$ cat config.mk
export PLATFORM = sky130hd
export DESIGN_NAME = multi_digit_counter
export DESIGN_NICKNAME = d
export VERILOG_FILES = /design/src/rtl/mdc_pkg.sv /design/src/rtl/multi_digit_counter_tick_gen.sv /design/src/rtl/multi_digit_counter.sv
export SDC_FILE = /design/constraint.sdc
export NUM_CORES = 1
export LEC_CHECK = 0
export CAP_MARGIN = 20
export CORE_MARGIN = 3
export CORE_UTILIZATION = 50
export CTS_BUF_LIST = sky130_fd_sc_hd__clkbuf_4
export DETAILED_ROUTE_END_ITERATION = 10
export GPL_TIMING_DRIVEN = 1
export PLACE_DENSITY = 0.81
export SETUP_SLACK_MARGIN = 0.2
export SKIP_CTS_REPAIR_TIMING = 1
export SYNTH_ARGS = -nofsm -noshare
export SYNTH_HDL_FRONTEND = slang
export SYNTH_SLANG_ARGS = --single-unit
$ cat constraint.sdc
create_clock -name Clk -period 4 [get_ports Clk]
set_input_delay 0.4 -clock Clk [delete_from_list [all_inputs] [get_ports Clk]]
set_output_delay 0.4 -clock Clk [all_outputs]
set_load 0.005 [all_outputs]
$ cat src/rtl/mdc_pkg.sv
// Shared constants and helpers for the multi-digit counter/display.
// Latency: none (pure constants and functions).
// Backpressure: not applicable.
package mdc_pkg;

    // Active-low glyphs, bit 7..0 = A,B,C,D,E,F,G,DP; DP bit left off (1).
    localparam logic [7:0] SEG_0     = 8'b0000_0011;
    localparam logic [7:0] SEG_1     = 8'b1001_1111;
    localparam logic [7:0] SEG_2     = 8'b0010_0101;
    localparam logic [7:0] SEG_3     = 8'b0000_1101;
    localparam logic [7:0] SEG_4     = 8'b1001_1001;
    localparam logic [7:0] SEG_5     = 8'b0100_1001;
    localparam logic [7:0] SEG_6     = 8'b0100_0001;
    localparam logic [7:0] SEG_7     = 8'b0001_1111;
    localparam logic [7:0] SEG_8     = 8'b0000_0001;
    localparam logic [7:0] SEG_9     = 8'b0000_1001;
    localparam logic [7:0] SEG_A     = 8'b0001_0001;
    localparam logic [7:0] SEG_B     = 8'b1100_0001;
    localparam logic [7:0] SEG_C     = 8'b0110_0011;
    localparam logic [7:0] SEG_D     = 8'b1000_0101;
    localparam logic [7:0] SEG_E     = 8'b0110_0001;
    localparam logic [7:0] SEG_F     = 8'b0111_0001;
    localparam logic [7:0] SEG_BLANK = 8'b1111_1111;

    // Nibble to active-low segment pattern, decimal point off.
    function automatic logic [7:0] seg_decode(input logic [3:0] nib);
        logic [7:0] seg;
        case (nib)
            4'h0: seg = SEG_0;
            4'h1: seg = SEG_1;
            4'h2: seg = SEG_2;
            4'h3: seg = SEG_3;
            4'h4: seg = SEG_4;
            4'h5: seg = SEG_5;
            4'h6: seg = SEG_6;
            4'h7: seg = SEG_7;
            4'h8: seg = SEG_8;
            4'h9: seg = SEG_9;
            4'hA: seg = SEG_A;
            4'hB: seg = SEG_B;
            4'hC: seg = SEG_C;
            4'hD: seg = SEG_D;
            4'hE: seg = SEG_E;
            default: seg = SEG_F;
        endcase
        return seg;
    endfunction

    // Largest value a single digit may hold in the chosen radix.
    function automatic logic [3:0] max_digit(input logic bcd);
        return bcd ? 4'd9 : 4'd15;
    endfunction

endpackage

$ cat src/rtl/multi_digit_counter_tick_gen.sv
// Free-running prescaler: Tick is high for one cycle when the count reaches DIV-1.
// Latency: first Tick on cycle DIV-1 after reset, then every DIV cycles.
// Backpressure: none; runs unconditionally.
module tick_gen
    import mdc_pkg::*;
#(
    parameter int DIV = 10
) (
    input  logic Clk,
    input  logic Reset,
    output logic Tick
);

    localparam int CW = (DIV > 1) ? $clog2(DIV) : 1;

    logic [CW-1:0] cnt_q;
    logic [CW-1:0] cnt_d;

    // Wrap the prescaler from DIV-1 back to zero.
    always_comb begin
        cnt_d = cnt_q + CW'(1);
        if (cnt_q == CW'(DIV - 1)) begin
            cnt_d = '0;
        end
    end

    // Prescaler register.
    always_ff @(posedge Clk or posedge Reset) begin
        if (Reset) begin
            cnt_q <= '0;
        end else begin
            cnt_q <= cnt_d;
        end
    end

    assign Tick = (cnt_q == CW'(DIV - 1));

endmodule

$ cat src/rtl/multi_digit_counter.sv
// N-digit hex/BCD up/down counter with multiplexed common-anode 7-segment driver.
// Latency: Load/tick -> Count_out 1 Clk; count/scan change -> SSeg/Anode 1 Clk.
// Backpressure: none; Load beats a coincident tick. Optional MDC_LEADING_ZERO_BLANK_EN.
module multi_digit_counter
    import mdc_pkg::*;
#(
    parameter int OLD_HZ  = 50_000_000,
    parameter int NEW_HZ  = 2,
    parameter int SCAN_HZ = 1_000,
    parameter int DIGITS  = 4,
    parameter int BCD     = 0
) (
    input  logic                  Clk,
    input  logic                  Reset,
    input  logic                  Load,
    input  logic                  Count_en,
    input  logic                  Up,
    input  logic [DIGITS-1:0]     DP,
    input  logic [4*DIGITS-1:0]   Count_in,
    output logic [4*DIGITS-1:0]   Count_out,
    output logic                  Carry,
    output logic [7:0]            SSeg,
    output logic [DIGITS-1:0]     Anode,
    output logic                  Tick
);

    localparam int         DIV  = OLD_HZ / NEW_HZ;
    localparam int         SDIV = OLD_HZ / SCAN_HZ;
    localparam int         IW   = (DIGITS > 1) ? $clog2(DIGITS) : 1;
    localparam logic [3:0] MAXD = max_digit(BCD != 0);

    logic                 tick_cnt;
    logic                 scan_step;

    logic [4*DIGITS-1:0]  count_q, count_d;
    logic                 carry_q, carry_d;
    logic [IW-1:0]        idx_q, idx_d;
    logic [7:0]           seg_q, seg_d;
    logic [DIGITS-1:0]    anode_q, anode_d;

    logic [3:0]           nib;
    logic                 rip;
    logic [3:0]           cur_digit;
    logic                 cur_dp;
    logic [7:0]           glyph;

    tick_gen #(.DIV(DIV)) u_count_tick (
        .Clk   (Clk),
        .Reset (Reset),
        .Tick  (tick_cnt)
    );

    tick_gen #(.DIV(SDIV)) u_scan_tick (
        .Clk   (Clk),
        .Reset (Reset),
        .Tick  (scan_step)
    );

    // Next count: load (BCD-sanitised) or digit-serial ripple increment/decrement.
    always_comb begin
        count_d = count_q;
        carry_d = 1'b0;
        nib     = '0;
        rip     = 1'b0;
        if (Load) begin
            for (int k = 0; k < DIGITS; k++) begin
                nib = Count_in[4*k +: 4];
                if ((BCD != 0) && (nib > 4'd9)) begin
                    nib = 4'd0;
                end
                count_d[4*k +: 4] = nib;
            end
        end else if (Count_en && tick_cnt) begin
            rip = 1'b1;
            for (int k = 0; k < DIGITS; k++) begin
                nib = count_q[4*k +: 4];
                if (rip) begin
                    if (Up) begin
                        if (nib == MAXD) begin
                            count_d[4*k +: 4] = 4'd0;
                        end else begin
                            count_d[4*k +: 4] = nib + 4'd1;
                            rip = 1'b0;
                        end
                    end else begin
                        if (nib == 4'd0) begin
                            count_d[4*k +: 4] = MAXD;
                        end else begin
                            count_d[4*k +: 4] = nib - 4'd1;
                            rip = 1'b0;
                        end
                    end
                end
            end
            // A ripple that escapes the top digit means every digit wrapped.
            carry_d = rip;
        end
    end

    // Advance the scanned digit on each scan step, wrapping after the top digit.
    always_comb begin
        idx_d = idx_q;
        if (scan_step) begin
            if (idx_q == IW'(DIGITS - 1)) begin
                idx_d = '0;
            end else begin
                idx_d = idx_q + IW'(1);
            end
        end
    end

`ifdef MDC_LEADING_ZERO_BLANK_EN
    logic zero_above;
    logic blank;
`endif

    // Segment pattern and anode for the currently scanned digit.
    always_comb begin
        cur_digit = '0;
        cur_dp    = 1'b0;
        for (int k = 0; k < DIGITS; k++) begin
            if (idx_q == IW'(k)) begin
                cur_digit = count_q[4*k +: 4];
                cur_dp    = DP[k];
            end
        end
        glyph = seg_decode(cur_digit);
`ifdef MDC_LEADING_ZERO_BLANK_EN
        // Blank a digit when it and everything above it are zero; digit 0 always shows.
        zero_above = 1'b1;
        blank      = 1'b0;
        for (int k = DIGITS - 1; k >= 1; k--) begin
            zero_above = zero_above & (count_q[4*k +: 4] == 4'd0);
            if (idx_q == IW'(k)) begin
                blank = zero_above;
            end
        end
        if (blank) begin
            glyph = SEG_BLANK;
        end
`endif
        seg_d   = {glyph[7:1], ~cur_dp};
        anode_d = ~(DIGITS'(1) << idx_q);
    end

    // Counter, scan index and registered display outputs.
    always_ff @(posedge Clk or posedge Reset) begin
        if (Reset) begin
            count_q <= '0;
            carry_q <= 1'b0;
            idx_q   <= '0;
            seg_q   <= SEG_0;
            anode_q <= ~(DIGITS'(1));
        end else begin
            count_q <= count_d;
            carry_q <= carry_d;
            idx_q   <= idx_d;
            seg_q   <= seg_d;
            anode_q <= anode_d;
        end
    end

    assign Count_out = count_q;
    assign Carry     = carry_q;
    assign SSeg      = seg_q;
    assign Anode     = anode_q;
    assign Tick      = tick_cnt;

endmodule

Word level (Yosys, flattened, before mapping)
Memories as Yosys holds them, arrays and structs flattened. A register that Yosys moved wholly into a read port is not among the register bits.
Cells that the tools add are included.
{"block": "classes", "addsub": 11, "eq_ne": 9, "n_mux": 51, "n_shift": 1, "n_reduce_logical": 13, "bitwise_logic": 2}
{"cell": "$mux W4", "n": 19}
{"cell": "$mux W16", "n": 3}
{"cell": "$mux W1", "n": 27}
{"cell": "$add A25 B1 Y25 const B", "n": 1}
{"cell": "$eq A25 B25 Y1 const B", "n": 1}
{"cell": "$mux W25", "n": 1}
{"cell": "$add A16 B1 Y16 const B", "n": 1}
{"cell": "$add A4 B1 Y4 const B", "n": 4}
{"cell": "$eq A16 B16 Y1 const B", "n": 1}
{"cell": "$eq A4 B4 Y1 const B", "n": 4}
{"cell": "$logic_not A4 Y1", "n": 4}
{"cell": "$sub A4 B1 Y4 const B", "n": 4}
{"cell": "$reduce_bool A2 Y1", "n": 4}
{"cell": "$reduce_and A2 Y1", "n": 3}
{"cell": "$eq A2 B2 Y1 const B", "n": 2}
{"cell": "$not A4 Y4", "n": 1}
{"cell": "$shl A1 B2 Y4 const A", "n": 1}
{"cell": "$add A2 B1 Y2 const B", "n": 1}
{"cell": "$eq A2 B1 Y1 const B", "n": 1}
{"cell": "$logic_not A2 Y1", "n": 1}
{"cell": "$mux W2", "n": 1}
{"cell": "$logic_and A1 B1 Y1", "n": 1}
{"cell": "$not A1 Y1", "n": 1}
{"block": "word_totals", "output_inout_bits": 30, "wordCells": 98, "mem_count": 1, "inputBits": 25, "mem_bits_ro": 112, "register_bits": 72}
{"name": "(name not given)", "depth": 16, "width": 7, "read_ports": 1, "rd_ports_with_merged_regs": 1, "wr": 0, "line": "mdc_pkg.sv:28", "text": "case (nib)"}

Logic depth before layout (Yosys ltp)
{"block": "depth", "depth_word": 14, "mapped_depth": 10, "mapped_depth_nobuf": 9}

By module
Synthesis repeated with hierarchy kept, for this count alone.
{"block": "unflattened", "hier_cells": 466, "hier_area_um2": 4391.7}
{"module": "multi_digit_counter", "instances": 1, "seq_area_each_um2": 782.0, "area_per_inst_um2": 2297.2, "cells_each": 264}
{"module": "tick_gen at u_count_tick", "instances": 1, "seq_area_each_um2": 625.6, "area_per_inst_um2": 1337.5, "cells_each": 134}
{"module": "tick_gen at u_scan_tick", "instances": 1, "seq_area_each_um2": 400.4, "area_per_inst_um2": 757.0, "cells_each": 68}

Worst setup path after synthesis
No wires, ideal clock.
{"block": "synth_path", "path_kind": "register -> register", "startpoint": "register idx_q[0]", "endpoint": "register seg_q[7], in the netlist SSeg[7]", "n_path_buf": 1, "synth_period_minus_slack_ns": 2.469, "setup_time_ns": 0.123, "stages_incl_launch_ff": 10, "arrival_time_ns": 2.346, "required_ns": 3.877, "path_slack_ns": 1.531, "cell_sequence": "dfrtp_1 inv_1 ha_1 clkbuf_1 a21oi_1 a22oi_1 inv_1 ha_1 or3b_2 o221a_2"}
{"block": "synth_via", "elab_chain_cells": 5, "word_cells_on_any_way": 8, "classes_between": "3 x eq/ne; 4 x mux; 1 x reduce/logical"}
{"element": "start: declaration", "line": "multi_digit_counter.sv:37", "text": "logic [IW-1:0] idx_q, idx_d;"}
{"element": "start signal: assignment", "line": "multi_digit_counter.sv:157", "text": "idx_q <= idx_d;"}
{"element": "$logic_not A2 Y1", "line": "multi_digit_counter.sv:122", "text": "if (idx_q == IW'(k)) begin"}
{"element": "$mux W4 (3 in a row)", "line": "multi_digit_counter.sv:122"}
{"element": "$mux W4 *", "line": "multi_digit_counter.sv:122"}
{"element": "end: declaration", "line": "multi_digit_counter.sv:38", "text": "logic [7:0] seg_q, seg_d;"}
Every way passes the cells marked *; elsewhere a longest branch is shown, timed or not.
A chain may end at the register's enable or synchronous reset.

Worst setup path in the final report
{"block": "layout_path", "startpoint": "register u_count_tick.cnt_q[15]", "endpoint": "output port Tick"}
{"block": "layout_via", "elab_chain_cells": 1}
{"element": "start: declaration", "line": "multi_digit_counter_tick_gen.sv:16", "text": "logic [CW-1:0] cnt_q;"}
{"element": "start signal: assignment", "line": "multi_digit_counter_tick_gen.sv:32", "text": "cnt_q <= cnt_d;"}
{"element": "$eq A25 B25 Y1", "line": "multi_digit_counter_tick_gen.sv:36", "text": "assign Tick = (cnt_q == CW'(DIV - 1));"}
{"element": "end: declaration", "line": "multi_digit_counter.sv:24", "text": "output logic Tick"}
No other way between the ends.

==> impl_metrics.toml <==
[synth]
yosysTopAreaCell = "dfrtp_1"
ys_warn_count = 0
synth_flop_cell = "dfrtp_1"
syn_area_per_cell_um2 = 9.37
synth_edf_count = 0
synth_top_area_share_pct = 39.2
netlist_area_um2 = 4270
synthCells = 456
synth.most_common_cell = "dfrtp_1"
synth_fp_nets = 501
synth_area_leaders = "dfrtp_1 (39%), xnor2_1 (6.1%), ha_1 (5.9%), nand2_1 (3.8%), mux2i_1 (3.5%)"
async_flop_share_pct = 100
synth_cell_types = 55
seq_area_frac_synth_pct = 42.3
synth_seq_cells = 72
synth_common_cells = "dfrtp_1 (67), nand2_1 (43), nor2_1 (37)"

[route]
drtIter0Drc = 312
drt-pass1-iter-count = 5
antenna_left = 0
dr_total_vias = 3508
routedWlPerCell_um = 15.9
vias_per_cell = 5.75
finalWirelength_mm = 9.69
drc = 0

[power]
p_per_area_nw_per_um2 = 301
vdd_drop_max_uv = 219
p_leak_nw = 2.14

[floorplanning]
start_util_pct = 51.8
die_w_um = 98.5
dieArea_um2 = 9690
die_h_um = 98.5
rows = 33
ios = 55
core_um2 = 8260

[sta]
fin_crit_ns = 3.08
setup_tns_ns = 0
rsz0062_at_grt = "no"
worst_slew_pin_slew_ns = 1.21
report.final.slew_viol_count = 0
timing.final.crit_share_pct = 77.1
clock_skew_ns = 0.0167
hold_viol_final = 0
finalSetupViolCount = 0
timing.slew.headroom_pct = 19.4
max_freq_mhz = 324

[finish]
multi_input_area_um2 = 2240
drive_gt1_share_pct = 7.33
regArea_um2 = 1810
nets = 545
diodes = 0
final_util_pct = 60.4
fillCellCount = 713
syn_to_final_growth_pct = 16.8

[clocking]
cts_buffers = 9
cts.sinks = 72
clk_latency_ns = 0.42
cts_tree = "done"
cts-root-buf = "clkbuf_4"
cts.clk_slew.worst_paths_ns = 0.12
clk_path_buf_depth = 2
htreeDepth = 3

[setup_path]
arrival_ns = 2.68
path_cells = "nor4b_1, and4_1, nand2_1, nor2_1, buf_4, clkdlybuf4s50_1"
required_ns = 3.60
r2r_slack_ns = 1.16
startpoint_type = "register"
crit_slowest_cell = "clkdlybuf4s50_1"
worst-path-max-fanout = 16
cpPeakStageDelay_ns = 0.53
critical_path_class = "register to output pin"
endpoint_kind = "output pin"

[global_routing]
grt_use_total_pct = 20.7
met2_usage_pct = 33.7
grt_pass1_vias = 3415
top_usage_layer = "met2"
grt_pass1_wl_mm = 16.2
antenna_found_initial = 0
grtUsageMet1_pct = 26.9
grt_use_met3_pct = 5.52
grt.overflow.total = 0
grt_max_degree = 47

[worst_hold_path]
min_path_type = "input pin to asynchronous set/reset pin"

[run]
cap_violations = 0

[status]
outcome = "finished, final reports clean"

[place]
place_congestion = 0.847
io_buffers = 54
dp.final_hpwl_mm = 7.06
[area by class of cell]
type / instances / share of cell area, %
sequential: 72 / 36.2
clock inverter: 6 / 1.20
clock buffer: 10 / 1.50
timing repair buffer: 58 / 11.4
tap: 105 / 2.63
multi-input combinational: 331 / 44.9
inverter: 28 / 2.11
[layer usage]
| metal | share of wire (%) | vias up |
|---|---|---|
| met4 | 2.1 | 0 |
| met1 | 42 | 1669 |
| met2 | 49 | 136 |
| met5 | 0 | - |
| li1 | - | 1684 |
| met3 | 7.0 | 19 |
[state kept, by name (all words and copies together), names as in the netlist]
signal	count
u_scan_tick.cnt_q	16
u_count_tick.cnt_q	25
Count_out	16
idx_q	2
SSeg	8
Carry	1
Anode	4
[power breakdown]
part,total (mW),internal (mW),leakage (nW),switching (mW)
clock network,0.453,0.195,0.0738,0.258
registers,0.796,0.755,0.921,0.0402
logic,0.256,0.138,1.14,0.118
[layout by cell type, fill, tap and decap left out, types with 3 or more instances in the layout]
master,Yosys,layout
inv_1,28,27
a22oi_1,5,5
and4_1,5,5
nor2b_1,4,4
or4b_1,3,3
dfrtp_1,67,67
nand4_1,12,12
or3_1,3,3
nand2b_1,4,4
buf_4,2,4
nor3_1,12,12
clkbuf_4,0,10
o31ai_1,5,5
o21ai_1,6,6
nand2_1,43,43
dfstp_2,5,5
ha_1,20,20
nand3_1,19,19
a21oi_1,20,20
o21bai_1,4,4
nor2_1,37,37
xnor2_1,30,30
xor2_1,13,13
o21ai_0,17,17
or4_1,6,6
mux2_2,6,6
and3_1,7,7
o22ai_1,3,3
clkdlybuf4s50_1,0,54
mux2i_1,15,15
[kinds of logic after synthesis]
kind of cell / after synthesis / synth area share (%)
and+or+nand+nor: 169 / 20.9
AOI/OAI and AO/OA: 77 / 11.3
DFF: 72 / 42.3
buffers and inverters: 53 / 5.27
xor gates and xnor gates: 43 / 8.81
muxes: 22 / 5.62
adders and majority gates: 20 / 5.85
[critical path: cells and delay by family (launching register included)]
kind / cells / cell delay, ns
buf+inv: 2 / 0.75
simple gates: 4 / 1.06
flops: 1 / 0.44
[final timing paths]
path                                    endpoint                   start  depth (start not counted)
max                                         Tick  u_count_tick.cnt_q[15]                          6
min                                 Count_out[9]                   Reset                          2
max reg2reg                              SSeg[7]                idx_q[0]                          8
min reg2reg                 u_scan_tick.cnt_q[0]    u_scan_tick.cnt_q[0]                          1
max in group asynchronous  u_scan_tick.cnt_q[13]                   Reset                          3
min in group Clk                         SSeg[0]                   DP[3]                          2
[through the flow]
step / instances / power (mW) / setup slack, ns / hold WS, ns / instance area [um^2]
after floorplan: 456 / 0.944 / 1.53 / 0.447 / 4270
after global placement: 594 / 1.05 / 1.12 / 0.463 / 4860
after detailed placement: 594 / 1.07 / 1.06 / 0.477 / 4860
after CTS: 610 / 1.52 / 0.894 / 0.356 / 4990
after global routing: 610 / 1.58 / 0.637 / 0.361 / 4990
final: 610 / 1.50 / 0.918 / 0.361 / 4990
Power figures use the tool's default switching activity.
